`config.mk`:
```
export PLATFORM = sky130hd
export DESIGN_NAME = lb_window_reader
export DESIGN_NICKNAME = d
export VERILOG_FILES = /design/src/rtl/lb_window_reader.sv
export SDC_FILE = /design/constraint.sdc
export NUM_CORES = 1
export LEC_CHECK = 0
export ABC_AREA = 1
export BUFFER_PORTS_ARGS = -buffer_cell sky130_fd_sc_hd__buf_4
export CAP_MARGIN = 20
export CORE_MARGIN = 3
export CORE_UTILIZATION = 45
export CTS_CLUSTER_DIAMETER = 60
export DETAILED_ROUTE_END_ITERATION = 8
export PLACE_DENSITY = 0.74
export SYNTH_ARGS = -nofsm -noshare
export SYNTH_HDL_FRONTEND = slang
export SYNTH_SLANG_ARGS = --single-unit
```
`constraint.sdc`:
```
create_clock -name clk -period 1.59 [get_ports clk]
set_clock_uncertainty 0.1 [all_clocks]
set_input_delay 0.159 -clock clk [delete_from_list [all_inputs] [get_ports clk]]
set_output_delay 0.159 -clock clk [all_outputs]
set_load 0.005 [all_outputs]
```
`src/rtl/lb_window_reader.sv`:
```
// lb_window_reader: walks a full line buffer, fetching WIN-wide entry triplets
// one start address at a time and handing each to a valid/ready consumer.
// A read that never answers is reissued after TIMEOUT waiting cycles.
module lb_window_reader #(
  parameter int LINE_W  = 28,
  parameter int WIN     = 3,
  parameter int TIMEOUT = 8
) (
  input  logic        clk,
  input  logic        rst,
  input  logic        lb_full,
  output logic        lb_rd_en,
  output logic [6:0]  lb_rd_addr,
  input  logic [23:0] lb_rd_data,
  input  logic        lb_data_valid,
  output logic [23:0] win_data,
  output logic        win_valid,
  input  logic        win_ready,
  output logic        line_done,
  output logic        retry,
  output logic        busy
);

  localparam int LAST  = LINE_W - WIN;
  localparam int CNT_W = $clog2(TIMEOUT + 1);

  typedef enum logic [2:0] {
    IDLE,
    REQ,
    WAIT,
    OUT,
    DONE
  } state_t;

  state_t             state, state_nxt;
  logic [6:0]         addr, addr_nxt;
  logic [CNT_W-1:0]   cnt, cnt_nxt;
  logic               capture;

  // State register; reset abandons any line in flight.
  always_ff @(posedge clk or posedge rst) begin
    if (rst) begin
      state <= IDLE;
    end else begin
      state <= state_nxt;
    end
  end

  // Next-state logic plus the one-cycle strobes (read request, retry, done).
  always_comb begin
    state_nxt = state;
    addr_nxt  = addr;
    cnt_nxt   = cnt;
    capture   = 1'b0;
    lb_rd_en  = 1'b0;
    retry     = 1'b0;
    line_done = 1'b0;
    case (state)
      IDLE: begin
        if (lb_full) begin
          addr_nxt  = '0;
          state_nxt = REQ;
        end
      end
      REQ: begin
        lb_rd_en  = 1'b1;
        cnt_nxt   = '0;
        state_nxt = WAIT;
      end
      WAIT: begin
        // Returning data beats the timeout when both land on the same cycle.
        if (lb_data_valid) begin
          capture   = 1'b1;
          state_nxt = OUT;
        end else if (cnt >= CNT_W'(TIMEOUT - 1)) begin
          retry     = 1'b1;
          cnt_nxt   = CNT_W'(TIMEOUT);
          state_nxt = REQ;
        end else begin
          cnt_nxt = cnt + 1'b1;
        end
      end
      OUT: begin
        if (win_ready) begin
          if (addr < 7'(LAST)) begin
            addr_nxt  = addr + 1'b1;
            state_nxt = REQ;
          end else begin
            state_nxt = DONE;
          end
        end
      end
      DONE: begin
        line_done = 1'b1;
        state_nxt = IDLE;
      end
      default: begin
        state_nxt = IDLE;
      end
    endcase
  end

  // Address, timeout counter and captured window registers.
  always_ff @(posedge clk or posedge rst) begin
    if (rst) begin
      addr     <= '0;
      cnt      <= '0;
      win_data <= '0;
    end else begin
      addr <= addr_nxt;
      cnt  <= cnt_nxt;
      if (capture) begin
        win_data <= lb_rd_data;
      end
    end
  end

  assign lb_rd_addr = addr;
  assign win_valid  = (state == OUT);
  assign busy       = (state != IDLE);

endmodule

```
### Word-level counts from Yosys, hierarchy flattened

Cells that the tools add are included.

| cells by class | value |
|---|---|
| add/subtract/negate cells | 2 |
| $lt $le $gt $ge | 2 |
| equal/unequal tests | 9 |
| muxes and demuxes | 20 |
| reductions and logical operators | 7 |

Operators with widths:

| cell | count |
|---|---|
| 2-to-1 mux 7 bit | 3 |
| 2-to-1 mux 3 bit | 5 |
| one-hot mux 7 bit (2 select lines) | 1 |
| one-hot mux 3 bit (4 select lines) | 1 |
| 2-to-1 mux 4 bit | 2 |
| one-hot mux 4 bit (2 select lines) | 1 |
| adder 7 x 1 -> 7 bit (second input constant) | 1 |
| less-than comparator 7 x 5 -> 1 bit (second input constant) | 1 |
| 2-to-1 mux 1 bit | 7 |
| == test 3 x 2 -> 1 bit (second input constant) | 2 |
| adder 4 x 1 -> 4 bit (second input constant) | 1 |
| greater-or-equal comparator 4 x 3 -> 1 bit (second input constant) | 1 |
| != test 2 x 1 -> 1 bit (second input constant) | 2 |
| != test 2 bit (second input constant) | 2 |
| AND reduction 4 bit | 1 |
| nonzero test 2 bit | 2 |
| == test 3 x 1 -> 1 bit (second input constant) | 1 |
| == test 3 bit (second input constant) | 1 |
| logical NOT 3 bit | 1 |
| != test 3 bit (second input constant) | 1 |
| AND reduction 3 bit | 1 |
| nonzero test 3 bit | 1 |
| AND reduction 2 bit | 1 |

| storage, ports and cells | value |
|---|---|
| register bits | 38 |
| output and inout port bits | 36 |
| word-level logic and storage cells | 44 |

### Longest topological paths before layout

| depth | value |
|---|---|
| depth in word-level cells | 4 |
| depth in mapped cells | 9 |

### Worst setup path before layout

No wires, ideal clock.

| timing path | value |
|---|---|
| path kind | reg2reg |
| start point | register state[2] |
| end point | register win_data[6] |
| library setup time | 0.117 ns |
| arrival time | 1.158 ns |
| data required time | 1.373 ns |
| setup slack | 0.215 ns |
| stages on the path, launching flop included | 6 |
| clock period less this slack | 1.375 ns |
| cells stage by stage | dfrtp_1 nor3_4 nand2_4 buf_6 nand2_1 nand2_1 |

| on the way | value |
|---|---|
| longest elaborated chain between the ends | 2 |

Ends and longest elaborated chain:

| what | line | text |
|---|---|---|
| start: declaration | 35 | `state_t state, state_nxt;` |
| start signal: assignment | 45 | `state <= state_nxt;` |
| == test 3 x 2 -> 1 bit | 58 | `case (state)` |
| 2-to-1 mux 1 bit | 58 |  |
| end signal: assignment | 113 | `win_data <= lb_rd_data;` |
| end: declaration | 16 | `output logic [23:0] win_data,` |

No other way between the ends.
A chain may end at the register's enable or synchronous reset.

### Worst setup path in the final report

| timing path | value |
|---|---|
| start point | register state[1] |
| end point | output retry |

| on the way | value |
|---|---|
| longest elaborated chain between the ends | 2 |

Ends and longest elaborated chain:

| what | line | text |
|---|---|---|
| == test 3 x 2 -> 1 bit | 58 |  |
| 2-to-1 mux 1 bit | 58 |  |
| end: declaration | 20 | `output logic retry,` |

No other way between the ends.

==> flow_summary.json <==
{
  "clkTransAtPathRegs_ns": 0.07,
  "synth.cell_area_mm2": 0.00178,
  "maxCapViolCount": 0,
  "grt_pass1_vias": 1510,
  "ys_seq_area_share_pct": 53.4,
  "vias": 1635,
  "layout_min_cycle_time_ns": 1.51,
  "tightest_slew_ns": 0.477,
  "syn_to_final_growth_pct": 38.3,
  "rsz0062_at_grt": "yes",
  "required_ns": 1.33,
  "async_flop_share_pct": 100,
  "sequentialPowerShare_pct": 39.6,
  "cp.arrival_ns": 1.25,
  "finalSetupTns_ns": 0,
  "grt_overflow": 0,
  "synth-edff-count": 0,
  "numCtsBuffers": 5,
  "io_pins": 65,
  "grt_use_total_pct": 18.6,
  "crit_fanout": 4,
  "clk_latency_ns": 0.29,
  "cts_max_path_buffers": 2,
  "crit_type": "flip-flop to primary output",
  "peakVddDrop_mv": 0.786,
  "end_kind": "primary output",
  "fp.coreArea_mm2": 0.00374,
  "hp-class": "input pin to flip-flop",
  "path_delay_family": "flip-flops",
  "yosys_warnings": 0,
  "grt_max_degree": 39,
  "final_nets": 320,
  "cpMaxStageDelayCell": "dfrtp_1",
  "ys_ff_latch": 38,
  "row_count": 22,
  "status": "finished, final reports clean",
  "pwr-share-clk_pct": 15.6,
  "p_leak_uw": 0.00138,
  "fmax_mhz": 663,
  "clock-sinks": 38,
  "finalHoldViolCount": 0,
  "dieArea_mm2": 0.00475,
  "path_buf_inv": 2,
  "place_congestion": 0.821,
  "intPower_uw": 2460,
  "antenna_found_initial": 0,
  "worstPathCellList": "inv_2 > nor3_4 > nand2_2 > a21oi_2 > buf_4",
  "synth_cell_types": 25,
  "placed_cells_incl_taps": 321,
  "die_y_um": 68.9,
  "cts_root_buf": "clkbuf_8",
  "timing_max_transition_violations_final": 0,
  "dieWidth_um": 68.9,
  "dp_hpwl_um": 2850,
  "grt_pass1_wl_um": 6530,
  "switching_share_pct": 38.0,
  "critPathLaunchType": "flip-flop",
  "slew_headroom_pct": 68.2,
  "cts_tree": "done",
  "stdcell_count": 337,
  "synthCells": 214,
  "layout_common_cells": "nand2_1 (78), buf_4 (69), dfrtp_1 (37), nand3_1 (34), nor2_1 (14)",
  "layout_commonest_cell": "nand2_1",
  "comb_power_share_pct": 44.8,
  "post_drt_wl_per_cell_um": 12.0,
  "cpPeakStageDelay_ns": 0.38,
  "portBuffers": 64,
  "drive_gt1_share_pct": 31.1,
  "period_share_pct": 94.8,
  "drtAntennaViolNets": 0,
  "switchingPower_uw": 1510,
  "powerDensity_mw_per_mm2": 1610,
  "syn_nets": 245,
  "route.detailed.drc": 0,
  "setup_viol": 0,
  "synth.avg_cell_area_um2": 8.32,
  "first_iter_violations": 120,
  "start_util_pct": 47.6,
  "wl_um": 4040,
  "avgViaCountPerCell": 4.85,
  "dr.pass1.iters": 7,
  "htree_levels": 2,
  "antenna_cells": 0,
  "ys.flop_type": "dfrtp_1",
  "hold_slack_ns": 0.000416
}
## worst reg2reg max path, stage by stage, from the launching register on
cell and delay [ns]:
dfrtp_1 0.40, ha_1 0.22, nand2_1 0.12, nand3_1 0.10
nor2_1 0.20, nor2_1 0.08, and3_1 0.14
## flip-flops by register name (all words and copies together) (netlist names)
| register | flops |
|---|---|
| win_data | 24 |
| lb_rd_addr | 7 |
| state | 3 |
| cnt | 4 |
## layer usage
metal,vias to the layer above,wire length [µm],track usage (%)
met4,0,50,5.84
met5,-,0,0
li1,830,-,-
met3,6,298,5.83
met2,52,1940,31.4
met1,747,1750,22.7
## area by class of cell
cell class / instances / area (µm²)
inverter: 16 / 60.1
multi-input combinational: 152 / 723
tap: 48 / 60.1
timing repair buffer: 76 / 588
clock buffer: 5 / 68.8
fill: 336 / 1280
clock inverter: 2 / 10.0
sequential: 38 / 952
## worst paths after layout
kind / slack (ns) / to / cells after the start / from
max: 0.08 / retry / 5 / state[1]$_DFFE_PP0P_
min: 0.0004 / win_data[2]$_DFFE_PP0P_ / 3 / lb_rd_data[2]
max reg2reg: 0.11 / state[2]$_DFFE_PP0P_ / 6 / cnt[0]$_DFFE_PP0P_
min reg2reg: 0.38 / win_data[6]$_DFFE_PP0P_ / 2 / win_data[6]$_DFFE_PP0P_
max in group asynchronous: 0.58 / state[2]$_DFFE_PP0P_ / 4 / rst
min in group asynchronous: 0.45 / win_data[7]$_DFFE_PP0P_ / 4 / rst
## cell usage after synthesis, drive strengths merged, types with 3 or more instances
cell   count  area [µm²]
buf        6        47.5
nor2      15        63.8
nor3       3        26.3
nand3     34         170
dfrtp     38         951
nand4      3        18.8
inv       16        60.1
a21oi      3        15.0
nand2     83         329
## metrics by stage
stage,util (%),setup slack [ns],power (µW),area (µm²)
global route,65.8,-0.00566,4330,2460
finish,65.8,0.0826,3970,2460
detailed placement,61.1,0.128,3320,2290
floorplan,-,0.215,2560,1780
global placement,61.1,0.121,3280,2290
CTS,65.5,0.0375,4000,2450
## power groups by stage
stage | Combinational (µW) | Clock [µW] | Sequential, µW
after global placement | 1690 | 0 | 1580
after detailed placement | 1720 | 0 | 1600
after global routing | 2040 | 676 | 1610
after floorplan | 963 | 0 | 1590
after CTS | 1790 | 636 | 1580
final | 1780 | 618 | 1570
## cell families after synthesis
kind of cell	synth area share (%)
xor+xnor	0.492
simple gates	34.9
compound gates	3.37
flops	53.4
buf+inv	6.47
fa+ha+maj	1.41
## repair_timing
item | 4_1_cts | 5_1_grt
hold buffers | 7 | 0
buffers inserted | 2 | 0
resized for setup | 0 | 3
pin swaps | 1 | 0
endpoints found under the setup margin | 1 | 3
gates cloned | 0 | 0
hold endpoints to repair | 44 | 0
Note: power is estimated with default switching activity, not from simulation.
